`config.mk`:
```
export PLATFORM = sky130hd
export DESIGN_NAME = nes_pad_reader_flat
export DESIGN_NICKNAME = d
export VERILOG_FILES = /design/src/rtl/nes_pad_reader_if.sv /design/src/rtl/nes_pad_reader.sv /design/src/flat_wrapper.sv
export SDC_FILE = /design/constraint.sdc
export NUM_CORES = 1
export LEC_CHECK = 0
export CAP_MARGIN = 25
export CORE_ASPECT_RATIO = 0.9
export CORE_MARGIN = 3
export CORE_UTILIZATION = 35
export DETAILED_ROUTE_END_ITERATION = 10
export PLACE_DENSITY = 0.62
export SLEW_MARGIN = 30
export SYNTH_ARGS = -nofsm -noshare
export SYNTH_HDL_FRONTEND = slang
export SYNTH_SLANG_ARGS = --single-unit
```
`constraint.sdc`:
```
create_clock -name clk -period 2.8 [get_ports clk]
set_input_delay 0.7 -clock clk [delete_from_list [all_inputs] [get_ports clk]]
set_output_delay 0.7 -clock clk [all_outputs]
set_load 0.02 [all_outputs]
```
`src/rtl/nes_pad_reader_if.sv`:
```
// Parallel-side and pad-side signals of the serial game-pad reader.
// The slave modport is the reader itself; master is the host/pad side.
interface nes_pad_reader_if;
  logic       poll_req;
  logic       pad_data;
  logic       pad_latch;
  logic       pad_clk;
  logic [7:0] controller_data;
  logic       data_valid;
  logic       busy;

  modport slave (
    input  poll_req,
    input  pad_data,
    output pad_latch,
    output pad_clk,
    output controller_data,
    output data_valid,
    output busy
  );

  modport master (
    output poll_req,
    output pad_data,
    input  pad_latch,
    input  pad_clk,
    input  controller_data,
    input  data_valid,
    input  busy
  );
endinterface

```
`src/rtl/nes_pad_reader.sv`:
```
// Serial game-pad reader: latches the pad, clocks out 8 active-low buttons, presents them active-high.
// Optional per-bit two-poll agreement filter is built when NES_PAD_DEBOUNCE_EN is defined.
module nes_pad_reader #(
  parameter int unsigned CLK_DIV     = 300,
  parameter int unsigned POLL_PERIOD = 833333,
  parameter int unsigned CNT_W       = 20
) (
  input  logic             clk,
  input  logic             reset,
  nes_pad_reader_if.slave  bus
);

  localparam int unsigned PH_W = (2 * CLK_DIV > 1) ? $clog2(2 * CLK_DIV) : 1;
  localparam logic [PH_W-1:0]  LATCH_LOAD = PH_W'(2 * CLK_DIV - 1);
  localparam logic [PH_W-1:0]  HALF_LOAD  = PH_W'(CLK_DIV - 1);
  localparam logic [CNT_W-1:0] TIMER_MAX  = CNT_W'(POLL_PERIOD - 1);

  typedef enum logic [2:0] {
    S_IDLE,
    S_LATCH,
    S_SETTLE,
    S_CLK_LO,
    S_CLK_HI,
    S_DONE
  } state_e;

  state_e           state_q, state_d;
  logic [PH_W-1:0]  phase_q, phase_d;
  logic [2:0]       bit_idx_q, bit_idx_d;
  logic [7:0]       sample_q, sample_d;
  logic             pending_q, pending_d;
  logic [CNT_W-1:0] timer_q, timer_d;
  logic [7:0]       data_q, data_d;
  logic             timer_wrap;
  logic             phase_last;
  logic             publish;

  // Free-running poll timer; it keeps counting while a poll is in flight.
  assign timer_wrap = (timer_q == TIMER_MAX);
  assign timer_d    = timer_wrap ? '0 : timer_q + CNT_W'(1);
  assign phase_last = (phase_q == '0);

  // NOTE: every signal written here gets a default first, so no path can infer a latch.
  always_comb begin
    state_d        = state_q;
    phase_d        = phase_q;
    bit_idx_d      = bit_idx_q;
    sample_d       = sample_q;
    pending_d      = pending_q | timer_wrap | bus.poll_req;
    publish        = 1'b0;
    bus.pad_latch  = 1'b0;
    bus.pad_clk    = 1'b1;
    bus.data_valid = 1'b0;

    case (state_q)
      S_IDLE: begin
        // Consuming pending swallows any trigger landing in this same cycle.
        if (pending_q) begin
          pending_d = 1'b0;
          phase_d   = LATCH_LOAD;
          state_d   = S_LATCH;
        end
      end

      S_LATCH: begin
        bus.pad_latch = 1'b1;
        if (phase_last) begin
          phase_d = HALF_LOAD;
          state_d = S_SETTLE;
        end else begin
          phase_d = phase_q - PH_W'(1);
        end
      end

      S_SETTLE: begin
        if (phase_last) begin
          sample_d[0] = ~bus.pad_data;
          bit_idx_d   = 3'd1;
          phase_d     = HALF_LOAD;
          state_d     = S_CLK_LO;
        end else begin
          phase_d = phase_q - PH_W'(1);
        end
      end

      S_CLK_LO: begin
        bus.pad_clk = 1'b0;
        if (phase_last) begin
          phase_d = HALF_LOAD;
          state_d = S_CLK_HI;
        end else begin
          phase_d = phase_q - PH_W'(1);
        end
      end

      S_CLK_HI: begin
        if (phase_last) begin
          sample_d[bit_idx_q] = ~bus.pad_data;
          if (bit_idx_q == 3'd7) begin
            // Publish on the edge into DONE so data and data_valid appear together.
            publish = 1'b1;
            state_d = S_DONE;
          end else begin
            bit_idx_d = bit_idx_q + 3'd1;
            phase_d   = HALF_LOAD;
            state_d   = S_CLK_LO;
          end
        end else begin
          phase_d = phase_q - PH_W'(1);
        end
      end

      S_DONE: begin
        bus.data_valid = 1'b1;
        state_d        = S_IDLE;
      end

      default: begin
        state_d = S_IDLE;
      end
    endcase
  end

`ifdef NES_PAD_DEBOUNCE_EN
  logic [7:0] prev_q;
  logic [7:0] agree;

  // A bit follows the pad only once two consecutive raw samples agree on it.
  assign agree  = ~(sample_d ^ prev_q);
  assign data_d = (data_q & ~agree) | (sample_d & agree);

  always_ff @(posedge clk or negedge reset) begin
    if (!reset) begin
      prev_q <= '0;
    end else if (publish) begin
      prev_q <= sample_d;
    end
  end
`else
  assign data_d = sample_d;
`endif

  // NOTE: sequential state uses non-blocking assignments so all flops see pre-edge values.
  always_ff @(posedge clk or negedge reset) begin
    if (!reset) begin
      state_q   <= S_IDLE;
      phase_q   <= '0;
      bit_idx_q <= '0;
      sample_q  <= '0;
      pending_q <= 1'b0;
      timer_q   <= '0;
      data_q    <= '0;
    end else begin
      state_q   <= state_d;
      phase_q   <= phase_d;
      bit_idx_q <= bit_idx_d;
      sample_q  <= sample_d;
      pending_q <= pending_d;
      timer_q   <= timer_d;
      if (publish) begin
        data_q <= data_d;
      end
    end
  end

  assign bus.controller_data = data_q;
  assign bus.busy            = (state_q != S_IDLE);

endmodule

```
`src/flat_wrapper.sv`:
```
// flat-port wrapper written by rule: the top's interface ports become plain ports
module nes_pad_reader_flat 
#(
  parameter int unsigned CLK_DIV     = 300,
  parameter int unsigned POLL_PERIOD = 833333,
  parameter int unsigned CNT_W       = 20
)
  (clk, reset, bus_poll_req, bus_pad_data, bus_pad_latch, bus_pad_clk, bus_controller_data, bus_data_valid, bus_busy);
  nes_pad_reader_if bus_i ();
  input  logic clk;
  input  logic reset;
  input wire logic [$bits(bus_i.poll_req)-1:0] bus_poll_req;
  input wire logic [$bits(bus_i.pad_data)-1:0] bus_pad_data;
  output wire logic [$bits(bus_i.pad_latch)-1:0] bus_pad_latch;
  output wire logic [$bits(bus_i.pad_clk)-1:0] bus_pad_clk;
  output wire logic [$bits(bus_i.controller_data)-1:0] bus_controller_data;
  output wire logic [$bits(bus_i.data_valid)-1:0] bus_data_valid;
  output wire logic [$bits(bus_i.busy)-1:0] bus_busy;
  assign bus_i.poll_req = bus_poll_req;
  assign bus_i.pad_data = bus_pad_data;
  assign bus_pad_latch = bus_i.pad_latch;
  assign bus_pad_clk = bus_i.pad_clk;
  assign bus_controller_data = bus_i.controller_data;
  assign bus_data_valid = bus_i.data_valid;
  assign bus_busy = bus_i.busy;
  nes_pad_reader #(.CLK_DIV(CLK_DIV), .POLL_PERIOD(POLL_PERIOD), .CNT_W(CNT_W)) u_core (.clk(clk), .reset(reset), .bus(bus_i));
endmodule
```
==> impl_metrics.toml <==
[route]
first_iter_violations = 177
wl_um = 5940
post_drt_via_cell_ratio = 5.50
drc_errors = 0
first_pass_iters = 4
ant_nets = 0
vias = 2196
wl_per_cell_um = 14.9

[pwr]
power.density_nw_per_um2 = 532
switching_share_pct = 31.8
p_sw_w = 0.000559
combPwrFrac_pct = 19.7
pwr-share-seq_pct = 54.8
p_leak_nw = 1.42
irDropWorstVdd_v = 0.000217
clockPowerShare_pct = 25.6
p_int_w = 0.00120

[timing]
worstMarginPinSlew_ns = 0.885
relSlewSlack_pct = 40.2
fin_crit_ns = 2.61
fin_worst_skew_ns = 0.00751
whs_ns = 0.322
finalSetupTns_ns = 0
setup_viol = 0
grt_setup_unrepaired = "false"
slew_violations = 0
finalHoldViolCount = 0
fin_crit_sh_pct = 93.3
clock.fmax_ghz = 0.383

[logic_synthesis]
synth-compound-area-share_pct = 12.2
synthTopCellsByArea = "dfrtp_1, mux2_4, mux2i_1, xnor2_1, nor2_1"
synth.avg_cell_area_um2 = 10.4
ys_seq_area_share_pct = 44.8
ys_ff_latch = 53
synth_top_family_by_area = "simple AND/OR/NAND/NOR gates"
synthXorXnorAreaFrac_pct = 4.74
yosysTopAreaCell = "dfrtp_1"
synth_fa_ha_area_share_pct = 2.54
ys.warnings.count = 0
async_reset_ff_share_pct = 100
synth-simple-area-share_pct = 24.1
synth.cell_area_um2 = 2960
synthFlopType = "dfrtp_1"
synth.distinct_cells = 58
synth_edf_count = 0
muxShareOfSynthArea_pct = 6.94
syn-num-nets = 295
synthCells = 285
synth_top_area_share_pct = 44.8

[finish]
syn2layout_area_growth_pct = 11.8
n_antenna_cell = 0
drive_above_1_share_pct = 11.0
fillers = 796
fin_nets = 310

[critical_path]
crit_fanout = 17
start_kind = "flop"
crit_required_ns = 2.10
arrival_ns = 1.91
critical_path_class = "flop to output pin"
critPathCaptureType = "output pin"
r2r_cells = 4

[cts]
cts_tree = "yes"
cts-resized-gates = 0
ctsHoldBuffers = 0
cts.clk_slew.worst_paths_ns = 0.10
root_buffer = "clkbuf_8"
cts-htree-levels = 2
cts_made_buffers = 5
clock_latency_ns = 0.31
cts.path.max_buffers = 2
cts_setup_buffers = 0
clock-sinks = 53

[die]
fp.dieH_um = 93.2
initial_core_util_pct = 36.3
boundaryPins = 16
die_w_um = 103
fp.coreArea_um2 = 8150
dieArea_um2 = 9590
rows = 31

[grt]
grt_pass1_vias = 2159
grt_pass1_wl_um = 10400
grt_start_max_net_pins = 21
grt_usage_pct = 13.5
antenna_found_initial = 0
grt_overflow = 0

[placement]
dp_hpwl_um = 4320
gp_congestion = 0.779
portBuffers = 15

[run]
cap_violations = 0

[status]
status = "finished clean"

[min_path]
hold_class = "input port to asynchronous set/reset pin"
==> stage by stage <==
stage / util, % / instances / total power (W) / instance area [um^2] / setup slack, ns
detailed placement: 39.5 / 392 / 0.00132 / 3220 / 0.403
global placement: 39.5 / 392 / 0.00132 / 3220 / 0.515
floorplan: - / 285 / 0.00121 / 2960 / 0.817
global route: 40.6 / 399 / 0.00187 / 3310 / 0.111
CTS: 40.6 / 399 / 0.00178 / 3310 / 0.170
finish: 40.6 / 399 / 0.00176 / 3310 / 0.186
==> metal layers <==
layer  track usage [%]  vias up  part of all wire (%)
li1                  -     1081                     -
met4              3.56        0                   1.5
met3              2.91       10                   4.1
met2              19.3       42                    43
met5                 0        -                     0
met1              20.4     1063                    51
==> cell families after synthesis <==
family	Yosys count
and+or+nand+nor	109
DFF	53
xor gates and xnor gates	16
AOI/OAI and AO/OA	51
buffers and inverters	33
muxes	17
adders and majority gates	6
==> path summary, 6_finish.rpt <==
kind	from	to	slack, ns
min in group clk	u_core.timer_q[19]$_DFF_PN0_	u_core.timer_q[19]$_DFF_PN0_	0.47
worst min-delay path	reset	u_core.state_q[1]$_DFFE_PN0P_	0.32
worst min register to register	u_core.timer_q[19]$_DFF_PN0_	u_core.timer_q[19]$_DFF_PN0_	0.47
max in group asynchronous	reset	u_core.bus.controller_data[4]$_DFFE_PN0P_	1.87
worst max-delay path	u_core.state_q[1]$_DFFE_PN0P_	bus_pad_latch	0.19
worst max register to register	u_core.state_q[1]$_DFFE_PN0P_	u_core.phase_q[7]$_DFFE_PN0P_	0.40
==> Yosys cell counts, drive strengths merged (2+ instances only) <==
cell type and count:
o32a 2, ha 6, nor3b 4, a31oi 2, or3 5, inv 18
nor3 8, a21oi 8, or3b 2, nor4bb 3, or4 2, o41a 2
mux2 7, a22o 4, mux2i 10, nor4b 4, nand4bb 2, nor2 23
nand3b 3, nand4 11, xor2 5, clkbuf 7, o221ai 3, o21ai 13
dfrtp 53, buf 8, nand2 11, nand2b 2, and3 4, nand3 10
a2bb2oi 2, o22ai 4, o32ai 2, nor4 8, a22oi 2, nor2b 2
and2 2, xnor2 11
==> cell type report <==
cell class | instances | area [um^2] | share of cell area (%)
repair buffers | 23 | 205 | 6.21
flip-flops and latches | 53 | 1330 | 40.1
clock inverters | 1 | 7.51 | 0.227
well taps | 99 | 124 | 3.75
multi-input cells | 199 | 1490 | 45.2
inverters | 18 | 67.6 | 2.04
clock buffers | 6 | 82.6 | 2.50
==> power groups by stage <==
stage	clock network [W]	logic (W)	registers [W]
5_1_grt	0.000496	0.000395	0.000982
6_report	0.000450	0.000346	0.000963
3_5_place_dp	0	0.000347	0.000976
3_3_place_gp	0	0.000348	0.000973
4_1_cts	0.000465	0.000351	0.000961
2_1_floorplan	0	0.000276	0.000930
==> placed cells by master, fill, tap and decap left out, drive strengths merged, types with 4 or more instances in the layout <==
cell type,synthesis,routed
nand3,10,10
nor4b,4,4
clkbuf,7,6
nor3,8,8
a22o,4,4
xor2,5,5
buf,8,9
mux2i,10,10
inv,18,18
nand4,11,11
o21ai,13,13
nor3b,4,4
and3,4,4
clkdlybuf4s50,0,14
dfrtp,53,53
nor4,8,8
mux2,7,7
xnor2,11,11
ha,6,6
nor2,23,23
a21oi,8,8
or3,5,5
o22ai,4,4
nand2,11,11
==> critical path, cell delays in order, from the launching register on <==
cell             delay, ns
dfrtp_1               0.56
nor3b_1               0.37
clkdlybuf4s50_1       0.67
==> flip-flops by register name, indices dropped and copies added (netlist names) <==
register and flops:
u_core.state_q 3, u_core.phase_q 10, u_core.bit_idx_q 3, u_core.sample_q 8, u_core.timer_q 20, u_core.pending_q 1, u_core.bus.controller_data 8
(Power assumes the default switching activity.)
